==> src/rtl/next_pc_predictor_pkg.sv <==
// Shared types and constants for the fetch-side next-PC predictor:
// BTB entry layout and 2-bit PHT counter encodings.
package next_pc_predictor_pkg;

    localparam int unsigned PKG_XLEN     = 32;
    localparam int unsigned PKG_IDX_BITS = 5;
    localparam int unsigned PKG_TAG_BITS = PKG_XLEN - PKG_IDX_BITS - 2;

    typedef enum logic [1:0] {
        SNT = 2'd0,
        WNT = 2'd1,
        WT  = 2'd2,
        ST  = 2'd3
    } ctr_e;

    localparam ctr_e RESET_CTR = WNT;

    typedef struct packed {
        logic                    valid;
        logic [PKG_TAG_BITS-1:0] tag;
        logic [PKG_XLEN-1:0]     target;
        logic                    is_jump;
    } btb_entry_t;

    function automatic logic ctr_taken(input ctr_e c);
        return c[1];
    endfunction

endpackage

==> src/rtl/next_pc_predictor_sat_counter2.sv <==
// 2-bit saturating up/down counter used on the PHT training path.
module sat_counter2
    import next_pc_predictor_pkg::*;
(
    input  ctr_e ctr_i,
    input  logic inc_i,
    output ctr_e ctr_o
);

    always_comb begin
        ctr_o = ctr_i;
        case (ctr_i)
            SNT:     ctr_o = inc_i ? WNT : SNT;
            WNT:     ctr_o = inc_i ? WT  : SNT;
            WT:      ctr_o = inc_i ? ST  : WNT;
            ST:      ctr_o = inc_i ? ST  : WT;
            default: ctr_o = ctr_i;
        endcase
    end

endmodule

==> src/rtl/next_pc_predictor.sv <==
// Next-PC generator: direct-mapped BTB plus gshare PHT with a speculative
// global history register, trained from EX-stage resolution.
module next_pc_predictor
    import next_pc_predictor_pkg::*;
#(
    parameter int unsigned XLEN      = 32,
    parameter int unsigned IDX_BITS  = 5,
    parameter int unsigned HIST_BITS = 5
) (
    input  logic                 clk,
    input  logic                 reset,
    input  logic [XLEN-1:0]      fetch_pc,
    input  logic                 fetch_en,
    output logic [XLEN-1:0]      pred_next_pc,
    output logic                 pred_taken,
    output logic [HIST_BITS-1:0] pred_bhr,
    input  logic                 upd_valid,
    input  logic [XLEN-1:0]      upd_pc,
    input  logic                 upd_is_branch,
    input  logic                 upd_is_jump,
    input  logic                 upd_taken,
    input  logic [XLEN-1:0]      upd_target,
    input  logic [HIST_BITS-1:0] upd_bhr,
    input  logic                 upd_mispredict
);

    localparam int unsigned ENTRIES = 1 << IDX_BITS;

    btb_entry_t           btb_q [ENTRIES];
    ctr_e                 pht_q [ENTRIES];
    logic [HIST_BITS-1:0] bhr_q, bhr_d;

    logic [IDX_BITS-1:0]  fetch_idx, fetch_gidx;
    logic [IDX_BITS-1:0]  upd_idx, upd_gidx;
    btb_entry_t           fetch_entry;
    logic                 fetch_hit;

    logic                 btb_we, pht_we;
    btb_entry_t           btb_wdata;
    ctr_e                 pht_wdata;
    logic                 unused_upd_pc_lsbs;

    assign unused_upd_pc_lsbs = ^upd_pc[1:0];

    // Lookup: purely combinational against the registered tables.
    always_comb begin
        fetch_idx    = fetch_pc[IDX_BITS+1:2];
        fetch_entry  = btb_q[fetch_idx];
        fetch_hit    = fetch_entry.valid && (fetch_entry.tag == fetch_pc[XLEN-1:IDX_BITS+2]);
        fetch_gidx   = fetch_idx ^ bhr_q;
        pred_taken   = fetch_hit && (fetch_entry.is_jump || ctr_taken(pht_q[fetch_gidx]));
        pred_next_pc = pred_taken ? fetch_entry.target : fetch_pc + XLEN'(4);
        pred_bhr     = bhr_q;
    end

    // Mispredict recovery is applied last so it overrides the speculative shift.
    always_comb begin
        bhr_d = bhr_q;
        if (fetch_en && fetch_hit && !fetch_entry.is_jump)
            bhr_d = {bhr_q[HIST_BITS-2:0], pred_taken};
        if (upd_valid && upd_mispredict)
            bhr_d = upd_is_branch ? {upd_bhr[HIST_BITS-2:0], upd_taken} : upd_bhr;
    end

    always_comb begin
        upd_idx           = upd_pc[IDX_BITS+1:2];
        upd_gidx          = upd_idx ^ upd_bhr;
        pht_we            = upd_valid && upd_is_branch;
        btb_we            = upd_valid && (upd_is_jump || (upd_is_branch && upd_taken));
        btb_wdata         = '0;
        btb_wdata.valid   = 1'b1;
        btb_wdata.tag     = upd_pc[XLEN-1:IDX_BITS+2];
        btb_wdata.target  = upd_target;
        btb_wdata.is_jump = upd_is_jump;
    end

    sat_counter2 u_pht_ctr (
        .ctr_i (pht_q[upd_gidx]),
        .inc_i (upd_taken),
        .ctr_o (pht_wdata)
    );

    always_ff @(posedge clk or negedge reset) begin
        if (!reset) begin
            for (int unsigned i = 0; i < ENTRIES; i++) begin
                btb_q[i] <= '0;
                pht_q[i] <= RESET_CTR;
            end
            bhr_q <= '0;
        end else begin
            bhr_q <= bhr_d;
            if (btb_we)
                btb_q[upd_idx] <= btb_wdata;
            if (pht_we)
                pht_q[upd_gidx] <= pht_wdata;
        end
    end

endmodule
==> config.mk <==
export PLATFORM = sky130hd
export DESIGN_NAME = next_pc_predictor
export DESIGN_NICKNAME = d
export VERILOG_FILES = /design/src/rtl/next_pc_predictor_pkg.sv /design/src/rtl/next_pc_predictor_sat_counter2.sv /design/src/rtl/next_pc_predictor.sv
export SDC_FILE = /design/constraint.sdc
export NUM_CORES = 2
export LEC_CHECK = 0
export BUFFER_PORTS_ARGS = -buffer_cell sky130_fd_sc_hd__buf_2
export CAP_MARGIN = 40
export CORE_ASPECT_RATIO = 1.75
export CORE_MARGIN = 2
export CORE_UTILIZATION = 35
export CTS_BUF_LIST = sky130_fd_sc_hd__clkbuf_8
export DETAILED_ROUTE_END_ITERATION = 10
export GPL_TIMING_DRIVEN = 0
export PLACE_DENSITY = 0.52
export SYNTH_ARGS = -nofsm -noshare
export SYNTH_HDL_FRONTEND = slang
export SYNTH_SLANG_ARGS = --single-unit
==> constraint.sdc <==
create_clock -name clk -period 6.4 [get_ports clk]
set_input_delay 1.28 -clock clk [delete_from_list [all_inputs] [get_ports clk]]
set_output_delay 1.28 -clock clk [all_outputs]
set_load 0.01 [all_outputs]
==> flow_summary.yaml <==
clock_network:
  clock_tree_from_tritoncts: "yes"
  clkSinkCount: 1957
  insertion_delay_ns: 0.99
  hold_bufs_inserted_after_cts: 0
  numCtsBuffers: 308
  clk_path_buf_depth: 4
  clk_pin_slew_worst_paths_ns: 0.06
  cts_root_buf: "sky130_fd_sc_hd__clkbuf_8"
  cts_max_level: 5
floorplan:
  die_height_um: 674
  start_util_pct: 35.1
  dieWidth_um: 387
  row_count: 246
  area_of_the_core_region_um2: 256000
  num_io_pins: 147
  die_area_um2: 261000
sta:
  tightest_slew_ns: 0.996
  final.setup_skew_ns: 0.0728
  finalSetupTns_ns: -16.58
  timing.fmax_mhz: 141
  min_period_over_period_pct: 111
  timing_max_transition_violations_final: 0
  rsz_0062_raised_after_global_routing: "true"
  post-route-min-period_ns: 7.09
  finalWorstSetupSlack_ns: -0.685
  setup_viol: 32
  holdWs_ns: 0.262
  maxSlewHeadroom_pct: 33.1
  final_hold_viol_count: 0
layout:
  n_fill_cell: 23200
  final_core_utilization_pct: 42.1
  final_nets: 6672
  final_layout_size_suffix_gt1_share_pct: 54.4
  post_layout_nonfiller_instances: 10100
  final_cell_area_um2: 108000
  area_growth_from_synthesis_to_layout_pct: 19.7
worst_setup_path:
  startpoint_type: "input port"
  timing.critical_path.mode_cell: "sky130_fd_sc_hd__buf_16"
  regToRegEndpoint: "pred_bhr[2]"
  timing.setup.critical_path_class: "input port to primary output"
  crit_path_top_delay_cell: "sky130_fd_sc_hd__or4b_4"
  timing.critical_path.to_type: "primary output"
  worst-endpoint-arrival_ns: 5.81
  worst_path_required_time_ns: 5.12
  critical_path.max_fanout: 7
  reg2reg_depth: 11
  r2r_setup_slack_ns: 2.34
  crit_family: "compound AO/OA/AOI/OAI gates"
  crit-reg2reg-launch: "btb_q[1522]"
  slowest_delay_ns: 0.65
  crit_chain: "buf_16, buf_16, buf_12, mux4_2, a22o_4, a2111oi_4, a21oi_4, xnor2_2, nand4_1, or4_4, or4b_4, buf_8, buf_16, a211oi_4, a21oi_4, buf_6"
  number_of_buffers_and_inverters_on_the_critical_path: 6
power:
  report.power.total_mw: 31.3
  total_leakage_power_nw: 48.9
  power.density_cell_area_nw_per_um2: 291
  ir_drop_mv: 0.157
routing:
  route.detailed.wl_per_inst_um: 33.9
  totalWireLength_mm: 343
  antenna_violating_nets_post_route: 0
  first_iter_violations: 4716
  avgViaCountPerCell: 5.61
  routed-via-count: 56900
  dr.pass1.iters: 6
  drt_drc_violations_left: 0
placed_design:
  placed_cells_incl_taps: 9508
  buffer_ports.inserted: 139
  place.gp.congestion: 0.925
  post_place_worst_slack_ns: -2.80
  place_area_um2: 98600
  hpwl_mm: 254
logic_synthesis:
  yosys-top-cells-count: "sky130_fd_sc_hd__mux2_2, sky130_fd_sc_hd__dfrtp_1, sky130_fd_sc_hd__mux4_2"
  yosysWarnings: 0
  count_of_flip_flops_with_a_built_in_enable_after_synthesis: 0
  synth-main-ff-cell: "sky130_fd_sc_hd__dfrtp_1"
  post-synth-top-area-fraction_pct: 53.6
  synth_most_common_cell: "sky130_fd_sc_hd__mux2_2"
  post_synth_num_cell_types: 55
  synth-seq-area-share_pct: 54.6
  synth.avg_cell_area_um2: 15.7
  ranking_of_synthesized_cells_by_area: "sky130_fd_sc_hd__dfrtp_1, sky130_fd_sc_hd__mux2_2, sky130_fd_sc_hd__mux4_2, sky130_fd_sc_hd__mux2i_1, sky130_fd_sc_hd__clkbuf_1"
  yosys.area.top_type: "sky130_fd_sc_hd__dfrtp_1"
  syn_inst: 5739
  async_reset_ff_share_pct: 100
  synth.net_count: 5849
  ys_ff_latch: 1957
  syn_area_um2: 89800
outcome:
  run_status: "complete, but fails checks"
  violations: "setup timing"
global_routing:
  antenna_found_initial: 34
  grt_usage_pct: 26.2
  grt_max_degree: 171
  grt_pass1_vias: 61700
  grt_overflow_total: 0
  grt_first_pass_wirelength_mm: 481
worst_hold_path:
  hp-class: "input port to asynchronous set/reset pin"
run:
  drv_cap: 0
-- worst max path at each step --
stage | from | endpoint | slack, ns | depth (start not counted)
global placement | reset | btb_q[105] | -39.24 | 1
CTS | fetch_pc[2] | pred_next_pc[24] | -0.59 | 17
detailed placement | fetch_pc[2] | pred_next_pc[26] | -2.80 | 16
global route | fetch_pc[2] | pred_next_pc[24] | -0.65 | 16
floorplan | fetch_pc[2] | pred_next_pc[7] | 0.38 | 16
finish | fetch_pc[2] | pred_next_pc[26] | -0.69 | 16
-- sequential cells by signal, indices dropped and copies added, names as in the netlist --
signal    flops
pred_bhr      5
btb_q      1888
pht_q        64
-- cell usage in the layout (no fill, tap or decap), drive strengths merged, types with 17 or more instances in the layout --
cell	Yosys	layout
a211oi	34	34
a21oi	73	73
a221oi	19	19
a22oi	40	40
and2	32	32
buf	197	717
clkbuf	365	744
dfrtp	1925	1925
dfstp	32	32
diode	0	17
inv	7	115
mux2	1929	1929
mux2i	181	181
mux4	482	482
nand2	83	83
nand2b	18	18
nand3	20	20
nor2	35	35
nor3	17	17
o21ai	29	29
o221ai	39	39
or2	18	18
xnor2	29	29
xor2	35	35
-- kinds of logic after synthesis --
logic type	after synthesis	share of synthesized area, %
flip-flops	1957	54.6
AO/OA/AOI/OAI	270	2.22
multiplexers	2592	38.3
adder cells (fa/ha/maj)	3	0.0362
buffers and inverters	570	2.62
XOR/XNOR	64	0.641
AND/OR/NAND/NOR	283	1.65
-- metal layers --
| metal | wire [µm] | global-route usage (%) |
|---|---|---|
| met4 | 25500 | 16.7 |
| met2 | 174000 | 45.7 |
| met1 | 124000 | 29.6 |
| met3 | 19800 | 4.68 |
| met5 | 152 | 0 |
-- repair_timing --
action                     CTS  global route
hold endpoints to repair     0             0
gates cloned                 3             1
pin swaps                   37            36
setup endpoints to repair   33            32
resized for setup          416            79
setup buffers               61            32
-- where the power goes --
group	switching [mW]	internal (mW)
Combinational	2.36	2.93
Clock	5.19	5.48
Sequential	0.975	14.4
-- final cells by class --
class / instances / area, µm² / share of cell area (%)
multi-input cells: 3212 / 39500 / 36.7
clock inverters: 129 / 581 / 0.540
well taps: 3348 / 4190 / 3.89
repair buffers: 518 / 5650 / 5.25
plain buffers: 557 / 3250 / 3.02
diodes: 17 / 42.5 / 0.0395
flip-flops and latches: 1957 / 49000 / 45.6
clock buffers: 387 / 5330 / 4.95
inverters: 8 / 37.5 / 0.0349
Note: power is estimated with default switching activity, not from simulation.
